===== src/rtl/config_pkg.sv =====
// Shared definitions for the configuration frame loader: state encoding,
// header field positions and default parameter values.
package config_pkg;

  typedef enum logic [1:0] {
    ST_HEADER  = 2'd0,
    ST_DATA    = 2'd1,
    ST_DISCARD = 2'd2,
    ST_STROBE  = 2'd3
  } state_e;

  localparam int COL_MSB     = 31;
  localparam int COL_LSB     = 27;
  localparam int FRAME_MSB   = 26;
  localparam int FRAME_LSB   = 22;
  localparam int FRAME_IDX_W = FRAME_MSB - FRAME_LSB + 1;

  localparam int DEF_FRAME_BITS_PER_ROW  = 32;
  localparam int DEF_ROW_SELECT_WIDTH    = 5;
  localparam int DEF_NUMBER_OF_ROWS      = 15;
  localparam int DEF_MAX_FRAMES_PER_COL  = 20;
  localparam int DEF_COL_SELECT_WIDTH    = 5;

endpackage


===== src/rtl/frame_strobe_decoder.sv =====
// Binary-to-one-hot frame strobe decoder with a registered output; the
// output is all zeros whenever the enable is low.
module frame_strobe_decoder
  import config_pkg::*;
#(
  parameter int IdxWidth = FRAME_IDX_W,
  parameter int NumOut   = DEF_MAX_FRAMES_PER_COL
) (
  input  logic                clk,
  input  logic                rst,
  input  logic                en,
  input  logic [IdxWidth-1:0] idx,
  output logic [NumOut-1:0]   onehot_o
);

  logic [NumOut-1:0] onehot_d;
  logic [NumOut-1:0] onehot_q;

  // Decode the index; out-of-range indices produce no strobe.
  always_comb begin
    onehot_d = '0;
    for (int i = 0; i < NumOut; i++) begin
      if (en && (32'(idx) == $unsigned(i))) begin
        onehot_d[i] = 1'b1;
      end else begin
        onehot_d[i] = 1'b0;
      end
    end
  end

  // Output register.
  always_ff @(posedge clk) begin
    if (rst) begin
      onehot_q <= '0;
    end else begin
      onehot_q <= onehot_d;
    end
  end

  assign onehot_o = onehot_q;

endmodule


===== src/rtl/config_frame_loader.sv =====
// Loads configuration frames (one header word plus NumberOfRows data words)
// from a ready/strobe word stream and drives row, column and frame strobes.
module config_frame_loader
  import config_pkg::*;
#(
  parameter int FrameBitsPerRow = DEF_FRAME_BITS_PER_ROW,
  parameter int RowSelectWidth  = DEF_ROW_SELECT_WIDTH,
  parameter int NumberOfRows    = DEF_NUMBER_OF_ROWS,
  parameter int MaxFramesPerCol = DEF_MAX_FRAMES_PER_COL,
  parameter int ColSelectWidth  = DEF_COL_SELECT_WIDTH
) (
  input  logic                       CLK,
  input  logic                       RESET,
  input  logic [31:0]                WriteData,
  input  logic                       WriteStrobe,
  output logic                       WriteReady,
  output logic [FrameBitsPerRow-1:0] FrameData_O,
  output logic [RowSelectWidth-1:0]  RowSelect_O,
  output logic [ColSelectWidth-1:0]  ColSelect_O,
  output logic [MaxFramesPerCol-1:0] FrameStrobe_O,
  output logic                       Error_O
);

  localparam logic [RowSelectWidth-1:0] FIRST_ROW  = RowSelectWidth'(1);
  localparam logic [RowSelectWidth-1:0] LAST_ROW   = RowSelectWidth'(NumberOfRows);
  localparam logic [31:0]               MAX_FRAMES = 32'(MaxFramesPerCol);

  state_e                     state_d, state_q;
  logic [RowSelectWidth-1:0]  row_cnt_d, row_cnt_q;
  logic [RowSelectWidth-1:0]  row_sel_d, row_sel_q;
  logic [FrameBitsPerRow-1:0] frame_data_d, frame_data_q;
  logic [ColSelectWidth-1:0]  col_d, col_q;
  logic [FRAME_IDX_W-1:0]     frame_idx_d, frame_idx_q;
  logic                       error_d, error_q;
  logic                       ready_d, ready_q;

  logic                       accept_s;
  logic                       strobe_en_s;
  logic [FRAME_IDX_W-1:0]     hdr_frame_s;
  logic [ColSelectWidth-1:0]  hdr_col_s;

  assign accept_s    = WriteStrobe & ready_q;
  assign hdr_frame_s = WriteData[FRAME_MSB:FRAME_LSB];
  assign hdr_col_s   = ColSelectWidth'(WriteData[COL_MSB:COL_LSB]);
  assign strobe_en_s = (state_q == ST_STROBE);

  // Next-state and datapath decode; RowSelect defaults to 0 so it pulses
  // for exactly one cycle per accepted data word.
  always_comb begin
    state_d      = state_q;
    row_cnt_d    = row_cnt_q;
    row_sel_d    = '0;
    frame_data_d = frame_data_q;
    col_d        = col_q;
    frame_idx_d  = frame_idx_q;
    error_d      = error_q;

    case (state_q)
      ST_HEADER: begin
        if (accept_s) begin
          row_cnt_d = FIRST_ROW;
          if (32'(hdr_frame_s) < MAX_FRAMES) begin
            col_d       = hdr_col_s;
            frame_idx_d = hdr_frame_s;
            state_d     = ST_DATA;
          end else begin
            error_d = 1'b1;
            state_d = ST_DISCARD;
          end
        end else begin
          state_d = ST_HEADER;
        end
      end
      ST_DATA: begin
        if (accept_s) begin
          frame_data_d = WriteData[FrameBitsPerRow-1:0];
          row_sel_d    = row_cnt_q;
          if (row_cnt_q == LAST_ROW) begin
            row_cnt_d = FIRST_ROW;
            state_d   = ST_STROBE;
          end else begin
            row_cnt_d = row_cnt_q + FIRST_ROW;
          end
        end else begin
          state_d = ST_DATA;
        end
      end
      ST_DISCARD: begin
        if (accept_s) begin
          if (row_cnt_q == LAST_ROW) begin
            row_cnt_d = FIRST_ROW;
            state_d   = ST_HEADER;
          end else begin
            row_cnt_d = row_cnt_q + FIRST_ROW;
          end
        end else begin
          state_d = ST_DISCARD;
        end
      end
      ST_STROBE: begin
        state_d = ST_HEADER;
      end
      default: begin
        state_d   = ST_HEADER;
        row_cnt_d = FIRST_ROW;
      end
    endcase

    // Ready is registered, so it is derived from the state being entered.
    ready_d = (state_d != ST_STROBE);
  end

  // State and output registers.
  always_ff @(posedge CLK) begin
    if (RESET) begin
      state_q      <= ST_HEADER;
      row_cnt_q    <= FIRST_ROW;
      row_sel_q    <= '0;
      frame_data_q <= '0;
      col_q        <= '0;
      frame_idx_q  <= '0;
      error_q      <= 1'b0;
      ready_q      <= 1'b1;
    end else begin
      state_q      <= state_d;
      row_cnt_q    <= row_cnt_d;
      row_sel_q    <= row_sel_d;
      frame_data_q <= frame_data_d;
      col_q        <= col_d;
      frame_idx_q  <= frame_idx_d;
      error_q      <= error_d;
      ready_q      <= ready_d;
    end
  end

  frame_strobe_decoder #(
    .IdxWidth (FRAME_IDX_W),
    .NumOut   (MaxFramesPerCol)
  ) u_strobe_dec (
    .clk      (CLK),
    .rst      (RESET),
    .en       (strobe_en_s),
    .idx      (frame_idx_q),
    .onehot_o (FrameStrobe_O)
  );

  assign WriteReady  = ready_q;
  assign FrameData_O = frame_data_q;
  assign RowSelect_O = row_sel_q;
  assign ColSelect_O = col_q;
  assign Error_O     = error_q;

endmodule


===== config.mk =====
export PLATFORM = sky130hd
export DESIGN_NAME = config_frame_loader
export DESIGN_NICKNAME = d
export VERILOG_FILES = /design/src/rtl/config_pkg.sv /design/src/rtl/frame_strobe_decoder.sv /design/src/rtl/config_frame_loader.sv
export SDC_FILE = /design/constraint.sdc
export NUM_CORES = 1
export LEC_CHECK = 0
export CORE_ASPECT_RATIO = 1.25
export CORE_MARGIN = 4
export CORE_UTILIZATION = 25
export CTS_BUF_LIST = sky130_fd_sc_hd__clkbuf_2 sky130_fd_sc_hd__clkbuf_4 sky130_fd_sc_hd__clkbuf_8
export CTS_CLUSTER_SIZE = 8
export DETAILED_ROUTE_END_ITERATION = 6
export HOLD_SLACK_MARGIN = 0.06
export PLACE_DENSITY = 0.59
export SLEW_MARGIN = 40
export SYNTH_ARGS = -nofsm -noshare
export SYNTH_HDL_FRONTEND = slang
export SYNTH_SLANG_ARGS = --single-unit

===== constraint.sdc =====
create_clock -name CLK -period 2.1 [get_ports CLK]
set_clock_uncertainty 0.05 [all_clocks]
set_input_delay 0.21 -clock CLK [delete_from_list [all_inputs] [get_ports CLK]]
set_output_delay 0.21 -clock CLK [all_outputs]
set_load 0.005 [all_outputs]

==> results of run 1 <==
[per-layer routing]
metal	routed length (um)	global-route usage, %
met1	3037	13.28
met2	3226	17.15
met3	685	6.041
met4	139	4.402
met5	0	0
[layout make-up]
class / count / area (um^2)
inverter: 5 / 18.77
fill: 1107 / 6621
multi-input combinational: 212 / 1170
clock buffer: 11 / 145.1
clock inverter: 4 / 97.59
sequential: 76 / 1521
tap: 132 / 165.2
timing repair buffer: 104 / 1033
[state kept, by name, summed over array words and instances (netlist names)]
signal / cells
RowSelect_O: 5
frame_idx_q: 5
ColSelect_O: 5
row_cnt_q: 5
u_strobe_dec.onehot_o: 20
FrameData_O: 32
state_q: 2
WriteReady: 1
Error_O: 1
[critical path, stage by stage (launching register included)]
cell       delay [ps]
dfxtp_1           360
inv_1              90
ha_1              370
a2bb2oi_2         190
or4_1             470
a21oi_1           120
[power by group through the flow]
stage / combinational (mW) / clock (mW) / sequential (mW)
2_1_floorplan: 0.141 / 0 / 1.53
3_3_place_gp: 0.282 / 0 / 1.54
3_5_place_dp: 0.285 / 0 / 1.54
4_1_cts: 0.286 / 1.39 / 1.51
5_1_grt: 0.312 / 1.46 / 1.51
6_report: 0.282 / 1.34 / 1.51
[cell families (layout without fill, tap and decap cells)]
kind of cell,Yosys count,after routing,share of synthesized area [%]
and+or+nand+nor,150,150,26.11
DFF,76,76,54.36
AOI/OAI and AO/OA,45,45,9.075
buffers and inverters,24,124,3.845
muxes,11,11,3.934
adders and majority gates,6,6,2.682
[path summary, 6_finish.rpt]
| check | to | depth (start not counted) | from |
|---|---|---|---|
| setup / recovery | row_cnt_q[2] | 5 | state_q[0] |
| setup reg to reg | row_cnt_q[2] | 5 | state_q[0] |
| hold reg to reg | FrameData_O[0] | 2 | FrameData_O[0] |
| hold / removal | FrameData_O[15] | 2 | RESET |
[cells in the mapped netlist, drive strengths merged (3+ instances only)]
library cell / instances
ha: 6
inv: 5
nor3b: 3
and2: 4
nand2: 71
dfxtp: 76
mux2i: 11
nand2b: 25
nand3: 8
nor2: 17
a21oi: 37
buf: 12
nor3: 8
clkbuf: 7
[cells in the final DEF, fill, tap and decap left out, types with 3 or more instances in the layout]
cell             count
clkdlybuf4s50_1     97
nand3_1              8
buf_4                5
a21oi_1             37
nand2b_1            25
nand2_1             71
and2_1               4
ha_1                 6
dfxtp_1             76
inv_1                5
clkbuf_8            10
mux2i_1             11
nor2_1              17
bufinv_16            3
nor3_1               8
[through the flow]
step	instances	instance area [um^2]
6_report	544	4151
2_1_floorplan	312	2799
4_1_cts	544	4151
3_3_place_gp	529	3909
3_5_place_dp	529	3909
5_1_grt	544	4151
==> run_results.csv, run 1 <==
group,metric,value,unit
pwr,power,3.133,mW
pwr,cellPowerDensity,754.7,mW/mm^2
synthesis,synth-edff-count,0,
routing,drc,0,
routing,post_drt_wl_per_cell,13.03,um
pwr,switching_share,21.26,%
global_routing,grt_usage,11.29,%
synthesis,ys_top_cells_by_area,"dfxtp_1 54%, nand2_1 9.5%, a21oi_1 6.6%",
synthesis,ys_ff_latch,76,
place,numPortBuffers,98,
synthesis,synthArstFlopShare,0,%
pwr,internal_power,2.467,mW
floorplan,dieArea,0.01296,mm^2
clock_network,h-tree-depth,3,
outcome,outcome,"finished, final reports clean",
setup_path,cp.arrival,1950,ps
setup_path,crit_required,2330,ps
flow_run,cap_viol_max_count,0,
clock_network,insertion_delay,350,ps
cells_and_area,utilization,38.54,%
global_routing,grt_pass1_wl,11340,um
clock_network,clock_tree.root_cell,"clkbuf_8",
timing,fin_ws,380.6,ps
global_routing,grt_max_degree,39,
setup_path,critPathKind,"reg -> reg",
clock_network,cts_tree,"done",
pwr,power.leakage,1.473,nW
clock_network,post_cts_buffers,0,
timing,max_freq,0.5816,GHz
routing,wirelength,7088,um
clock_network,cts_buffer_depth,2,
global_routing,grt_pass1_vias,2243,
floorplan,core,0.01077,mm^2
routing,vias,2388,
pwr,switchingPower,0.6660,mW
setup_path,cp_max_fo,6,
floorplan,die_w,102.6,um
place,place.detailed.hpwl,5180,um
pwr,power_frac_comb,9.0,%
cells_and_area,nNetsFinal,449,
synthesis,yosysSeqAreaShare,54.36,%
hold_path,hp-class,"in -> reg",
timing,fin_crit_sh,81.88,%
setup_path,endpoint_kind,"flop",
timing,whs,221.4,ps
timing,hold_viol,0,
clock_network,cts.sinks,76,
clock_network,cts-buffers-inserted,9,
clock_network,cts-hold-fix-buffers,0,
pwr,power.share.sequential,48.1,%
place,place_congestion,0.7894,
timing,worst_pin_slew,362.2,ps
global_routing,grt_antenna_before_repair,0,
timing,rsz0062_at_grt,"no",
pwr,max-vdd-ir-drop,0.3198,mV
timing,worst_slew_margin_rel,75.85,%
synthesis,synth-main-ff-cell,"dfxtp_1",
timing,fin_crit,1719,ps
pwr,p_clk_share,42.9,%
routing,drtIter0Drc,97,
synthesis,ys_types,34,
floorplan,fp-row-count,42,
routing,drtPass1Iterations,6,
setup_path,start_kind,"flop",
cells_and_area,layout-drive-gt1-share,6.068,%
synthesis,postSynthAreaPerCell,8.971,um^2
routing,vias_per_cell,4.390,
setup_path,rrSetupSlack,380,ps
timing,finalSetupViolations,0,
clock_network,path_clk_slew,70,ps
synthesis,synthesis.nets,353,
timing,setup_tns,0,ps
cells_and_area,synthToLayoutAreaGrowth,48.32,%
synthesis,ys_warn_count,0,
cells_and_area,n_antenna_cell,0,
timing,slew_viol_final,0,
floorplan,initial_core_util,25.98,%
synthesis,synth_largest_area_cell,"dfxtp_1",
global_routing,grt_overflow,0,
floorplan,pin_count,99,
clock_network,cts_resized,0,
routing,postRouteAntennaNets,0,
synthesis,syn_inst,312,
synthesis,synth_top_area_share,54.36,%
place,post-place-ws,278.5,ps
synthesis,syn_area,0.002799,mm^2
floorplan,die_h,126.3,um
Note: power is estimated with default switching activity, not from simulation.
==> run 2, diff against run 1 <==
--- a/config.mk
+++ b/config.mk
@@ -12,7 +12,7 @@
 export CTS_CLUSTER_SIZE = 8
 export DETAILED_ROUTE_END_ITERATION = 6
 export HOLD_SLACK_MARGIN = 0.06
-export PLACE_DENSITY = 0.59
+export PLACE_DENSITY = 0.6
 export SLEW_MARGIN = 40
 export SYNTH_ARGS = -nofsm -noshare
 export SYNTH_HDL_FRONTEND = slang
==> constraint.sdc (replaced) <==
create_clock -name CLK -period 1.5 [get_ports CLK]
set_clock_uncertainty 0.05 [all_clocks]
set_input_delay 0.15 -clock CLK [delete_from_list [all_inputs] [get_ports CLK]]
set_output_delay 0.15 -clock CLK [all_outputs]
set_load 0.005 [all_outputs]
==> run 2 against run 1 <==
Net effect:
- worst setup slack lost 380 ps
- routed wire length grew 10%
- sequential share of layout area shrank 1.9 points
- critical path depth is the same
- sequential power grew 40%
- die area is the same
- non-clock buffer count grew 21
- register-to-register slack lost 380 ps
- flip-flop and latch count is the same
- worst hold slack lost 97 ps
==> run_results.csv, run 2 (same netlist as run 1, synthesis figures left out) <==
group,metric,value,unit
timing,hold_viol,0,
timing,max_freq,0.6671,GHz
setup_path,cp_max_fo,4,
global_routing,grt_pass1_vias,2441,
floorplan,die_w,102.6,um
cells_and_area,n_antenna_cell,0,
routing,wirelength,7796,um
global_routing,grt_max_degree,35,
routing,drtIter0Drc,75,
pwr,cellPowerDensity,941.9,mW/mm^2
timing,finalSetupViolations,0,
floorplan,die_h,126.3,um
floorplan,core,0.01077,mm^2
timing,fin_crit,1499,ps
place,place.detailed.hpwl,5334,um
cells_and_area,final_cell_mix,"96 x clkdlybuf4s50_1, 73 x dfxtp_1, 71 x nand2_1",
cells_and_area,largest_register_ffs,32,
global_routing,grt_overflow,0,
floorplan,fp-row-count,42,
floorplan,dieArea,0.01296,mm^2
timing,fin_crit_sh,99.93,%
floorplan,pin_count,99,
setup_path,crit_required,1730,ps
global_routing,grt_antenna_before_repair,0,
setup_path,critPathKind,"reg -> reg",
routing,drc,0,
routing,vias_per_cell,4.387,
routing,post_drt_wl_per_cell,13.77,um
clock_network,insertion_delay,350,ps
cells_and_area,synthToLayoutAreaGrowth,57.13,%
clock_network,h-tree-depth,3,
timing,slew_viol_final,0,
timing,rsz0062_at_grt,"yes",
cells_and_area,nNetsFinal,470,
cells_and_area,layout-drive-gt1-share,14.06,%
setup_path,endpoint_kind,"flop",
hold_path,hp-class,"in -> reg",
clock_network,cts-buffers-inserted,9,
cells_and_area,final_common_cell,"clkdlybuf4s50_1",
setup_path,cp.arrival,1730,ps
cells_and_area,final_cells,566,
pwr,power.leakage,1.582,nW
floorplan,initial_core_util,25.98,%
global_routing,grt_pass1_wl,11790,um
place,place_congestion,0.7753,
outcome,outcome,"finished, final reports clean",
cells_and_area,utilization,40.82,%
setup_path,start_kind,"flop",
pwr,max-vdd-ir-drop,0.3583,mV
clock_network,clock_tree.root_cell,"clkbuf_8",
place,dp_cells,542,
clock_network,cts.sinks,76,
flow_run,cap_viol_max_count,0,
global_routing,grt_usage,11.58,%
routing,drtPass1Iterations,4,
clock_network,cts_tree,"done",
place,numPortBuffers,98,
routing,vias,2483,
clock_network,path_clk_slew,70,ps
clock_network,cts_buffer_depth,2,
timing,worst_pin_slew,355.6,ps
timing,worst_slew_margin_rel,76.21,%
pwr,power,4.142,mW
routing,postRouteAntennaNets,0,
run 2: cell types whose count changed in the layout (fill, tap and decap cells not counted), sizes merged:
cell	before	now
buf	7	26
clkinv	0	4
bufinv	3	1
clkbuf	11	12
clkdlybuf4s50	97	96
dlygate4sd2	0	1
run 2: path summary, 6_finish.rpt:
check	end	cells past startpoint	slack (ps)	startpoint
hold reg to reg	FrameData_O[3]	2	410	FrameData_O[3]
hold / removal	row_cnt_q[2]	2	120	RESET
setup / recovery	row_cnt_q[2]	5	1	state_q[1]
setup reg to reg	row_cnt_q[2]	5	1	state_q[1]
run 2: timing repair:
action	CTS	global route
buffers inserted	5	1
pin swaps	3	4
cloned	0	2
resized for setup	4	14
hold buffers	0	0
endpoints found under the setup margin	3	58
run 2: final cells by class:
type                            instances  area, um^2
Fill cell                            1074        6375
Sequential cell                        76        1530
Timing Repair Buffer                  125        1254
Multi-Input combinational cell        212        1231
Tap cell                              132       165.2
Clock buffer                           10       131.4
Clock inverter                          6       65.06
Inverter                                5       21.27
run 2: metrics by stage:
stage	TNS [ps]	setup slack, ps	hold WS, ps	cell area, um^2
final	0	1.073	124.3	4398
after global routing	-326.8	-55.98	132.8	4398
after CTS	-20.30	-11.64	83.72	4283
after global placement	-64.32	-46.24	392.0	4045
after floorplan	0	15.42	236.0	2813
after detailed placement	-185.9	-80.96	397.1	4045
run 2: where the power goes:
group | leakage [nW] | total (mW) | switching [mW] | internal [mW]
Sequential | 0.616 | 2.11 | 0.0421 | 2.06
Combinational | 0.866 | 0.480 | 0.194 | 0.286
Clock | 0.0996 | 1.56 | 0.768 | 0.787
run 2: layer usage:
metal / vias to the layer above / global-route usage (%) / share of wire [%]
met3: 10 / 3.789 / 7.6
met5: - / 0 / 0
met1: 1135 / 13.11 / 41
met2: 73 / 18.97 / 49
met4: 0 / 6.255 / 1.9
li1: 1265 / - / -
run 2: worst max-delay path, cell delays in order, from the launching register on:
cell	delay, ps
dfxtp_4	370
inv_4	40
ha_4	250
a2bb2oi_2	140
or4_1	460
a21oi_1	120
